--- src/rtl/keypad_pkg.sv ---
// keypad_pkg: shared constants and types for the keypad_io_b3 matrix keypad scanner.
package keypad_pkg;
    localparam int NCOLS = 4;
    localparam logic [4:0] CAND_NONE    = 5'h10;
    localparam logic [4:0] CAND_INVALID = 5'h1F;
    // Indexed by row*4+col.
    localparam logic [3:0] KEY_MAP [16] = '{
        4'h1, 4'h2, 4'h3, 4'hA,
        4'h4, 4'h5, 4'h6, 4'hB,
        4'h7, 4'h8, 4'h9, 4'hC,
        4'h0, 4'hF, 4'hE, 4'hD
    };
    typedef enum logic {IDLE, HELD} db_state_e;
endpackage

--- src/rtl/keypad_fifo.sv ---
// keypad_fifo: small key-code FIFO; a push into a full FIFO succeeds only when a pop happens in the same cycle.
module keypad_fifo #(
    parameter int DEPTH = 4,
    parameter int W     = 4
) (
    input  logic                         clk,
    input  logic                         rst_n,
    input  logic                         push,
    input  logic                         pop,
    input  logic [W-1:0]                 din,
    output logic [W-1:0]                 dout,
    output logic                         full,
    output logic                         empty,
    output logic [$clog2(DEPTH+1)-1:0]   count
);
    localparam int AW = DEPTH > 1 ? $clog2(DEPTH) : 1;
    localparam int CW = $clog2(DEPTH + 1);
    logic [W-1:0]  mem_q [DEPTH];
    logic [W-1:0]  mem_d [DEPTH];
    logic [AW-1:0] wp_q, wp_d, rp_q, rp_d;
    logic [CW-1:0] cnt_q, cnt_d;
    logic          do_push, do_pop;
    always_comb begin
        empty   = cnt_q == '0;
        full    = cnt_q == CW'(DEPTH);
        do_pop  = pop && !empty;
        do_push = push && (!full || do_pop);
        mem_d   = mem_q;
        if (do_push) mem_d[wp_q] = din;
        wp_d    = do_push ? (wp_q == AW'(DEPTH - 1) ? '0 : wp_q + 1'b1) : wp_q;
        rp_d    = do_pop ? (rp_q == AW'(DEPTH - 1) ? '0 : rp_q + 1'b1) : rp_q;
        cnt_d   = cnt_q + CW'(do_push) - CW'(do_pop);
        dout    = mem_q[rp_q];
        count   = cnt_q;
    end
    always_ff @(posedge clk or negedge rst_n) begin
        if (!rst_n) begin
            for (int i = 0; i < DEPTH; i++) mem_q[i] <= '0;
            wp_q  <= '0;
            rp_q  <= '0;
            cnt_q <= '0;
        end else begin
            mem_q <= mem_d;
            wp_q  <= wp_d;
            rp_q  <= rp_d;
            cnt_q <= cnt_d;
        end
    end
endmodule

--- src/rtl/keypad_io_b3.sv ---
// keypad_io_b3: 4x4 matrix keypad scanner with whole-frame debounce and a CPU valid/ack handshake.
// Define KEYPAD_FIFO_EN to queue presses in a FIFO_DEPTH-entry FIFO instead of a single register.
module keypad_io_b3
    import keypad_pkg::*;
#(
    parameter int SCAN_DIV        = 50000,
    parameter int DEBOUNCE_FRAMES = 8,
    parameter int FIFO_DEPTH      = 4
) (
    input  logic       clk,
    input  logic       rst_n,
    input  logic [3:0] row,
    output logic [3:0] col,
    input  logic       key_ack,
    output logic [3:0] key_code,
    output logic       key_valid,
    output logic       key_down,
    output logic       overrun
);
    localparam int DW = $clog2(SCAN_DIV);
    localparam int CW = $clog2(DEBOUNCE_FRAMES + 1);

    if (SCAN_DIV < 4 || DEBOUNCE_FRAMES < 1 || FIFO_DEPTH < 1 || (FIFO_DEPTH & (FIFO_DEPTH - 1)) != 0) begin : g_param_check
        $error("keypad_io_b3: illegal parameter value");
    end

    logic [3:0]    row_s1_q, row_s2_q;
    logic [DW-1:0] div_q, div_d;
    logic [1:0]    c_q, c_d;
    logic [15:0]   keys_q, keys_d, frame;
    logic [3:0]    hit;
    logic [4:0]    cand, prev_q, prev_d, stable_cand;
    logic [CW-1:0] cnt_q, cnt_d;
    db_state_e     state_q, state_d;
    logic [3:0]    stable_q, stable_d;
    logic          push_q, push_d;
    logic [3:0]    push_code_q, push_code_d;
    logic          tick, frame_end;

    // The current column's rows are merged in so the frame-end tick sees all 16 keys at once.
    always_comb begin
        tick      = div_q == DW'(SCAN_DIV - 1);
        frame_end = tick && c_q == 2'(NCOLS - 1);
        div_d     = tick ? '0 : div_q + 1'b1;
        c_d       = tick ? c_q + 2'd1 : c_q;
        frame     = keys_q;
        for (int r = 0; r < 4; r++) frame[{2'(r), c_q}] = ~row_s2_q[2'(r)];
        keys_d    = tick ? frame : keys_q;
        hit       = '0;
        for (int i = 0; i < 16; i++) if (frame[4'(i)]) hit = 4'(i);
        cand      = frame == '0 ? CAND_NONE : $countones(frame) == 1 ? {1'b0, hit} : CAND_INVALID;
    end

    always_comb begin
        prev_d      = prev_q;
        cnt_d       = cnt_q;
        state_d     = state_q;
        stable_d    = stable_q;
        push_d      = 1'b0;
        push_code_d = push_code_q;
        stable_cand = state_q == HELD ? {1'b0, stable_q} : CAND_NONE;
        if (frame_end) begin
            if (cand == CAND_INVALID) begin
                prev_d = cand;
                cnt_d  = '0;
            end else if (cand == prev_q) begin
                cnt_d = cnt_q == CW'(DEBOUNCE_FRAMES) ? cnt_q : cnt_q + 1'b1;
            end else begin
                prev_d = cand;
                cnt_d  = CW'(1);
            end
            // A direct key-to-key change is a roll-over and emits a fresh press.
            if (cnt_d == CW'(DEBOUNCE_FRAMES) && cand != stable_cand) begin
                state_d     = cand[4] ? IDLE : HELD;
                stable_d    = cand[3:0];
                push_d      = !cand[4];
                push_code_d = KEY_MAP[cand[3:0]];
            end
        end
    end

    always_ff @(posedge clk or negedge rst_n) begin
        if (!rst_n) begin
            row_s1_q    <= 4'hF;
            row_s2_q    <= 4'hF;
            div_q       <= '0;
            c_q         <= '0;
            keys_q      <= '0;
            prev_q      <= CAND_NONE;
            cnt_q       <= '0;
            state_q     <= IDLE;
            stable_q    <= '0;
            push_q      <= 1'b0;
            push_code_q <= '0;
        end else begin
            row_s1_q    <= row;
            row_s2_q    <= row_s1_q;
            div_q       <= div_d;
            c_q         <= c_d;
            keys_q      <= keys_d;
            prev_q      <= prev_d;
            cnt_q       <= cnt_d;
            state_q     <= state_d;
            stable_q    <= stable_d;
            push_q      <= push_d;
            push_code_q <= push_code_d;
        end
    end

    assign col      = ~(4'b0001 << c_q);
    assign key_down = state_q == HELD;

`ifdef KEYPAD_FIFO_EN
    logic [3:0]                        head, last_q, last_d;
    logic                              full, empty, ovr_q, ovr_d;
    logic [$clog2(FIFO_DEPTH+1)-1:0]   fifo_count;

    keypad_fifo #(.DEPTH(FIFO_DEPTH), .W(4)) u_fifo (
        .clk   (clk),
        .rst_n (rst_n),
        .push  (push_q),
        .pop   (key_ack),
        .din   (push_code_q),
        .dout  (head),
        .full  (full),
        .empty (empty),
        .count (fifo_count)
    );

    always_comb begin
        last_d = empty ? last_q : head;
        ovr_d  = push_q && full && !key_ack ? 1'b1 : key_ack && !empty ? 1'b0 : ovr_q;
    end

    always_ff @(posedge clk or negedge rst_n) begin
        if (!rst_n) begin
            last_q <= '0;
            ovr_q  <= 1'b0;
        end else begin
            last_q <= last_d;
            ovr_q  <= ovr_d;
        end
    end

    assign key_valid = fifo_count != '0;
    assign key_code  = empty ? last_q : head;
    assign overrun   = ovr_q;
`else
    logic       kv_q, kv_d, ovr_q, ovr_d;
    logic [3:0] code_q, code_d;

    always_comb begin
        kv_d   = push_q || (kv_q && !key_ack);
        code_d = push_q && (!kv_q || key_ack) ? push_code_q : code_q;
        ovr_d  = push_q && kv_q && !key_ack ? 1'b1 : key_ack && kv_q ? 1'b0 : ovr_q;
    end

    always_ff @(posedge clk or negedge rst_n) begin
        if (!rst_n) begin
            kv_q   <= 1'b0;
            ovr_q  <= 1'b0;
            code_q <= '0;
        end else begin
            kv_q   <= kv_d;
            ovr_q  <= ovr_d;
            code_q <= code_d;
        end
    end

    assign key_valid = kv_q;
    assign key_code  = code_q;
    assign overrun   = ovr_q;
`endif
endmodule
--- config.mk ---
export PLATFORM = sky130hd
export DESIGN_NAME = keypad_io_b3
export DESIGN_NICKNAME = d
export VERILOG_FILES = /design/src/rtl/keypad_pkg.sv /design/src/rtl/keypad_fifo.sv /design/src/rtl/keypad_io_b3.sv
export SDC_FILE = /design/constraint.sdc
export NUM_CORES = 1
export LEC_CHECK = 0
export CORE_UTILIZATION = 50
export DETAILED_ROUTE_END_ITERATION = 6
export DONT_BUFFER_PORTS = 1
export PLACE_DENSITY = 0.68
export SLEW_MARGIN = 20
export SYNTH_ARGS = -nofsm -noshare
export SYNTH_HDL_FRONTEND = slang
export SYNTH_SLANG_ARGS = --single-unit
--- constraint.sdc ---
create_clock -name clk -period 5.6 [get_ports clk]
set_input_delay 0.84 -clock clk [delete_from_list [all_inputs] [get_ports clk]]
set_output_delay 0.84 -clock clk [all_outputs]
set_load 0.05 [all_outputs]
# After elaboration in Yosys (flattened, before gate mapping)
# Memories as Yosys holds them, arrays and structs flattened. A register that Yosys moved wholly into a read port is not among the register bits.
# Index checks and enable logic that the tools add are counted.
[op_classes]
reduce_logical = 21
order_cmp = 8
n_eq_ne = 9
n_addsub = 18
muxes = 34
n_bitwise = 4
shifts = 1
[op_table]
columns = ["op", "count"]
rows = [
  ["16-bit bitwise mux", 4],
  ["5-bit two-way mux", 5],
  ["4-bit two-way mux", 6],
  ["1-bit by 1-bit adder with 2-bit output", 8],
  ["16-bit by 1-bit adder with 16-bit output, second input constant", 1],
  ["16-bit equality test, second input constant", 1],
  ["16-bit logical NOT", 1],
  ["16-bit two-way mux", 1],
  ["2-bit by 2-bit adder with 3-bit output", 4],
  ["1-bit logical AND", 11],
  ["4-bit by 5-bit less-than comparator with 1-bit output, second input constant", 2],
  ["1-bit two-way mux", 10],
  ["3-bit by 3-bit adder with 4-bit output", 2],
  ["1-bit demux with 2-bit select", 4],
  ["4-bit equality test, second input constant", 2],
  ["4-bit by 1-bit >= comparator with 1-bit output, second input constant", 2],
  ["3-bit two-way mux", 2],
  ["4-bit by 4-bit adder with 5-bit output", 1],
  ["5-bit by 1-bit equality test with 1-bit output, second input constant", 1],
  ["5-bit equality test", 1],
  ["5-bit equality test, second input constant", 1],
  ["2-bit by 5-bit less-than comparator with 1-bit output, second input constant", 1],
  ["3-bit by 5-bit less-than comparator with 1-bit output, second input constant", 1],
  ["5-bit != test", 1],
  ["15 further kinds", 22],
]
[word_totals]
n_memories = 1
romBits = 64
ff_bits = 59
in_bits = 7
output_inout_bits = 11
elab_cells = 109
[mem_list]
columns = ["name", "words", "width", "rd", "rd_clocked_by_memory_dff", "wr", "line_no", "text"]
rows = [
  ["(no name shown)", 16, 4, 1, 1, 0, "keypad_io_b3.sv:77", "push_code_d = KEY_MAP[cand[3:0]];"],
]

# Depth between registers and ports, before layout
[logic_depth]
ltp_word = 25
depth_mapped = 22
depth_no_buf = 21

# Worst setup path after synthesis
# Ideal clock, no wire load.
[synth_path]
path_type = "register -> register"
start = "register c_q[0]"
end = "register push_code_q[1]"
setup_slack_ns = -0.818
path_buffers = 1
required_time_ns = 5.475
stages_incl_launch_ff = 20
arrival_time_ns = 6.293
cell_sequence = "dfrtp_1 -> inv_1 -> ha_1 -> buf_2 -> inv_1 -> mux2i_1 -> fa_1 -> inv_1 -> fa_1 -> fa_1 -> fa_1 -> ha_1 -> fa_1 -> nor4b_1 -> o211a_1 -> nand2b_1 -> nor4b_1 -> o211ai_4 -> a211oi_4 -> mux2_4"
[synth_between]
elab_chain_cells = 24
elab_cells_between_ends = 62
cone_classes = "15 x add/sub; 8 x order compare; 6 x eq/ne; 24 x mux; 1 x bitwise; 8 x reduce/logical"
[synth_rtl]
columns = ["element", "line_no", "text"]
rows = [
  ["from (decl)", "keypad_io_b3.sv:29", "logic [1:0] c_q, c_d;"],
  ["from (signal assigned)", "keypad_io_b3.sv:87", "c_q <= '0;"],
  ["from (signal assigned)", "keypad_io_b3.sv:99", "c_q <= c_d;"],
  ["parallel branches: the longest is 24 deep, another holds 2-bit by 5-bit less-than comparator with 1-bit output", "--", ""],
  ["to (decl)", "keypad_io_b3.sv:37", "logic [3:0] push_code_q, push_code_d;"],
]
# Several ways; the timed one is not identified. The select of a mux whose other input is x is not followed.
# A chain may end at the register's enable or synchronous reset.

# Worst setup path after layout
[layout_path]
start = "register c_q[0]"
end = "register state_q, in the netlist key_down"
[layout_between]
elab_chain_cells = 24
elab_cells_between_ends = 62
cone_classes = "15 x add/sub; 8 x order compare; 6 x eq/ne; 25 x mux; 8 x reduce/logical"
[layout_rtl]
columns = ["element", "line_no", "text"]
rows = [
  ["2-bit by 5-bit less-than comparator with 1-bit output (implied by the code) or 2-bit by 1-bit >= comparator with 1-bit output (tied branches)", "keypad_io_b3.sv:47", "for (int r = 0; r < 4; r++) frame[{2'(r), c_q}] = ~row_s2_q[2'(r)];"],
  ["1-bit logical AND (implied by the code)", "keypad_io_b3.sv:47", ""],
  ["1-bit two-way mux (implied by the code)", "keypad_io_b3.sv:47", ""],
  ["1-bit demux with 2-bit select", "keypad_io_b3.sv:47", ""],
  ["16-bit bitwise mux (3 in series)", "keypad_io_b3.sv:47", ""],
  ["16-bit bitwise mux (*)", "keypad_io_b3.sv:47", ""],
  ["parallel branches: the longest is 8 deep, another holds 4-bit by 4-bit adder with 5-bit output", "--", ""],
  ["5-bit two-way mux (*)", "keypad_io_b3.sv:51", "cand = frame == '0 ? CAND_NONE : $countones(frame) == 1 ? {1'b0, hit} : CAND_INVALID;"],
  ["net cand[0]", "keypad_io_b3.sv:32", "logic [4:0] cand, prev_q, prev_d, stable_cand;"],
  ["5-bit equality test", "keypad_io_b3.sv:66", "end else if (cand == prev_q) begin"],
  ["4-bit two-way mux", "keypad_io_b3.sv:66", ""],
  ["4-bit two-way mux", "keypad_io_b3.sv:63", "if (cand == CAND_INVALID) begin"],
  ["4-bit two-way mux", "keypad_io_b3.sv:62", "if (frame_end) begin"],
  ["4-bit equality test", "keypad_io_b3.sv:73", "if (cnt_d == CW'(DEBOUNCE_FRAMES) && cand != stable_cand) begin"],
  ["1-bit logical AND (*)", "keypad_io_b3.sv:73", ""],
  ["2-bit AND reduction (no line) (*)", "--", ""],
  ["to (signal assigned)", "keypad_io_b3.sv:103", "state_q <= state_d;"],
  ["to (decl)", "keypad_io_b3.sv:34", "db_state_e state_q, state_d;"],
]
# Mark *: on every way through the listed nets, which the timed path passes. The select of a mux whose other input is x is not followed.

==> metrics.md <==
| Metric | Value |
|---|---|
| CP Cell Sequence | `inv_2 -> ha_4 -> clkinvlp_4 -> mux2i_4 -> fa_1 -> inv_2 -> fa_1 -> fa_1 -> fa_1 -> ha_2 -> fa_2 -> and3b_1 -> o211a_1 -> and2_4 -> a22oi_2 -> xnor2_4 -> o211ai_4 -> a211oi_4 -> buf_12 -> buf_6 -> mux2i_1` |
| Synth warn | `0` |
| Place WS | `-331 ps` |
| Mapped Nets | `401` |
| DP HPWL | `between 5000 and 6000 um` |
| Largest net degree at the start of global routing | `64` |
| PwrDens | `200 nW/um2` |
| Vias in the first global route | `around 2800` |
| RSZ-0062 raised after global routing | `true` |
| Final WL | `between 7000 and 8000 um` |
| Period Utilization, post-route | `1.01` |
| Min Hold Slack | `about 180 ps` |
| Synth area leader | `dfrtp_1` |
| Area contributors post-synth | `dfrtp_1 39%, ha_1 6.0%, fa_1 5.4%, nor2_1 3.6%, dfstp_2 3.5%` |
| GPL Wtd Cong | `about 0.86` |
| Sequential cell area | `approximately 1600 um2` |
| # fillers | `608` |
| Final hold violation count | `0` |
| Violated checks | `setup timing` |
| Worst Path Buf+Inv | `5` |
| Synth unique cells | `55` |
| Internal power | `0.698 mW` |
| Seq pwr share | `0.494` |
| Layout Cells excl Fill | `527` |
| DR WL/cell | `15.0 um` |
| Drc violations | `0` |
| Antenna cells | `0` |
| Critical path data required time | `between 5000 and 6000 ps` |
| GRT Total Usage | `0.225` |
| # IOs | `18` |
| CP Class | `flop to flop` |
| Post-synth EDFFs | `0` |
| Die Ht | `~88 um` |
| Number of synthesized register bits | `63` |
| Clock slew seen by the registers of the worst setup and hold paths | `80 ps` |
| Number of H-tree levels | `3` |
| Die width | `88.4 um` |
| Count leader, synth | `dfrtp_1` |
| Rows | `31` |
| Port buffer count | `0` |
| Slew margin rel. | `0.585` |
| Status | `finished, violations left` |
| Maximum VDD drop | `between 0.1 and 0.15 mV` |
| Largest stage delay, worst path | `520 ps` |
| Root Driver | `clkbuf_8` |
| Crit-path slowest cell | `fa_1` |
| Placed Cells | `about 500` |
| Worst R2R Start | `c_q[0]` |
| Antenna violations before repair | `0` |
| Slew Limit Fails | `0` |
| Initial Utilization | `0.515` |
| Area of the core | `7250 um2` |
| Leakage | `2.11 nW` |
| Setup WS post-layout | `-61.7 ps` |
| DR vias | `about 2800` |
| Worst-margin pin slew | `slightly above 600 ps` |
| Mapped Cells | `366` |
| Max FO, Critical Path | `8` |
| DRT antenna net count | `0` |
| Register area share after synthesis | `0.424` |
| Sw frac | `0.249` |
| Hold Crit Class | `input pin to asynchronous set/reset pin` |
| Max-cap violations | `0` |
| First drt pass iteration count | `4` |
| Nets | `~460` |
| Ys async rst share | `1.00` |
| First-pass GRT wire length | `~13000 um` |
| CP startpoint | `c_q[0]` |
| CP endpoint kind | `flop` |
| Clock Latency Late Sink | `between 300 and 400 ps` |
| Worst Skew | `around 10 ps` |
| CTS sink cnt | `63` |
| Minimum clock period after layout | `between 5000 and 6000 ps` |
| Vias/cell | `approximately 5.4` |
| Most frequent CP cell | `fa_1` |
| Share of cells above drive strength 1 | `0.292` |
| Full die area | `7810 um2` |
| Worst Setup Start Kind | `flop` |
| Commonest cells in the netlist | `58 x dfrtp_1, 36 x nor2_1, 29 x inv_1` |
| Clock network fraction of total power | `0.430` |
| Avg Cell Area, Syn | `approximately 10 um2` |
| Max Freq | `approximately 180 MHz` |
| CTS Buffer Depth | `2` |
| TritonCTS clock tree | `yes` |
| NetSw | `approximately 0.23 mW` |
| Primary FF master, synth | `dfrtp_1` |
| Area grow syn2layout | `24.1%` |
| Final setup fails | `6` |
| Post-Syn Area | `between 3000 and 4000 um2` |
| CTS Hold Buffers Added | `0` |
| Post-synth top area share | `0.389` |
| DR iter-0 viols | `around 100` |
| Grt ovf | `0` |
| Multi-input gate area | `2190 um2` |
| Clock buffer count from CTS | `9` |
| CP delay by family, top | `adder cells` |
| Worst path arrival time | `slightly below 6000 ps` |
| Logic gate share of total power | `0.076` |
-- worst paths after layout --
kind                                to  slack (ps)  cells after the start
max                           key_down         -60                     21
min                           cnt_q[0]         180                      0
max reg2reg                   key_down         -60                     21
min reg2reg                row_s2_q[1]         360                      0
max in group asynchronous  row_s1_q[0]        5220                      0
min in group clk           row_s2_q[1]         360                      0
-- worst reg2reg max path: cells and delay by family, from the launching register on --
kind / cells / cell delay (ps)
adders and majority gates: 7 / 2580
AOI/OAI and AO/OA: 4 / 1020
buffers and inverters: 5 / 530
DFF: 1 / 480
muxes: 2 / 420
and+or+nand+nor: 2 / 360
xor gates and xnor gates: 1 / 190
-- state kept, by name, summed over array words and instances, names as in the netlist --
name	flops
c_q	2
cnt_q	4
div_q	16
key_code	4
key_down	1
key_valid	1
keys_q	16
overrun	1
prev_q	5
push_code_q	4
push_q	1
row_s1_q	2
row_s2_q	2
stable_q	4
-- placed cells by master (no fill, tap or decap), types with 10 or more instances in the layout --
cell / synthesis / layout
buf_4: 0 / 49
o21ai_0: 13 / 13
a21oi_1: 16 / 15
nor2b_1: 13 / 10
ha_1: 18 / 13
nand3_1: 11 / 10
nand2_1: 28 / 28
dfrtp_1: 58 / 57
inv_1: 29 / 25
nor2_1: 36 / 35
-- final cells by class --
| class | instances | share of cell area |
|---|---|---|
| Multi-Input combinational cell | 267 | 0.473 |
| Sequential cell | 63 | 0.342 |
| Timing Repair Buffer | 53 | 0.0911 |
| Clock buffer | 9 | 0.0267 |
| Tap cell | 99 | 0.0267 |
| Inverter | 29 | 0.0243 |
| Clock inverter | 7 | 0.0159 |
-- metal layers --
metal / GRT usage / wire length (um) / vias up
li1: - / - / 1385
met1: 0.289 / 3640 / 1396
met2: 0.368 / 3860 / 44
met3: 0.0448 / 234 / 17
met4: 0.0982 / 190 / 0
met5: 0 / 0 / -
-- stage by stage --
stage / power, mW / TNS [ps] / cell area, um2 / util
floorplan: 0.508 / -3870 / 3800 / -
global placement: 0.530 / -1260 / 4230 / 0.583
detailed placement: 0.531 / -3240 / 4230 / 0.583
CTS: 0.937 / -532 / 4560 / 0.628
global route: 0.968 / -2900 / 4630 / 0.638
finish: 0.928 / -324 / 4630 / 0.638
-- power groups by stage --
| stage | combinational (mW) | sequential [mW] | clock (mW) |
|---|---|---|---|
| final | 0.0708 | 0.458 | 0.399 |
| after detailed placement | 0.0638 | 0.467 | 0 |
| after CTS | 0.0693 | 0.458 | 0.410 |
| after floorplan | 0.0405 | 0.467 | 0 |
| after global routing | 0.0774 | 0.458 | 0.432 |
| after global placement | 0.0626 | 0.467 | 0 |
-- kinds of logic (layout without fill, tap and decap cells) --
group,Yosys count,count (layout),share of synthesized area
AO/OA/AOI/OAI,71,71,0.138
XOR/XNOR,17,17,0.0449
adder cells (fa/ha/maj),28,28,0.114
buffers and inverters,36,98,0.0369
flip-flops,63,63,0.424
multiplexers,16,16,0.0520
AND/OR/NAND/NOR,135,135,0.190
-- what timing repair did --
action	4_1_cts	5_1_grt
resized for setup	17	11
buffers inserted	6	5
pin swaps	6	8
endpoints found under the hold margin	0	0
endpoints found under the setup margin	14	17
No activity file was read; power rests on OpenSTA's default activity.
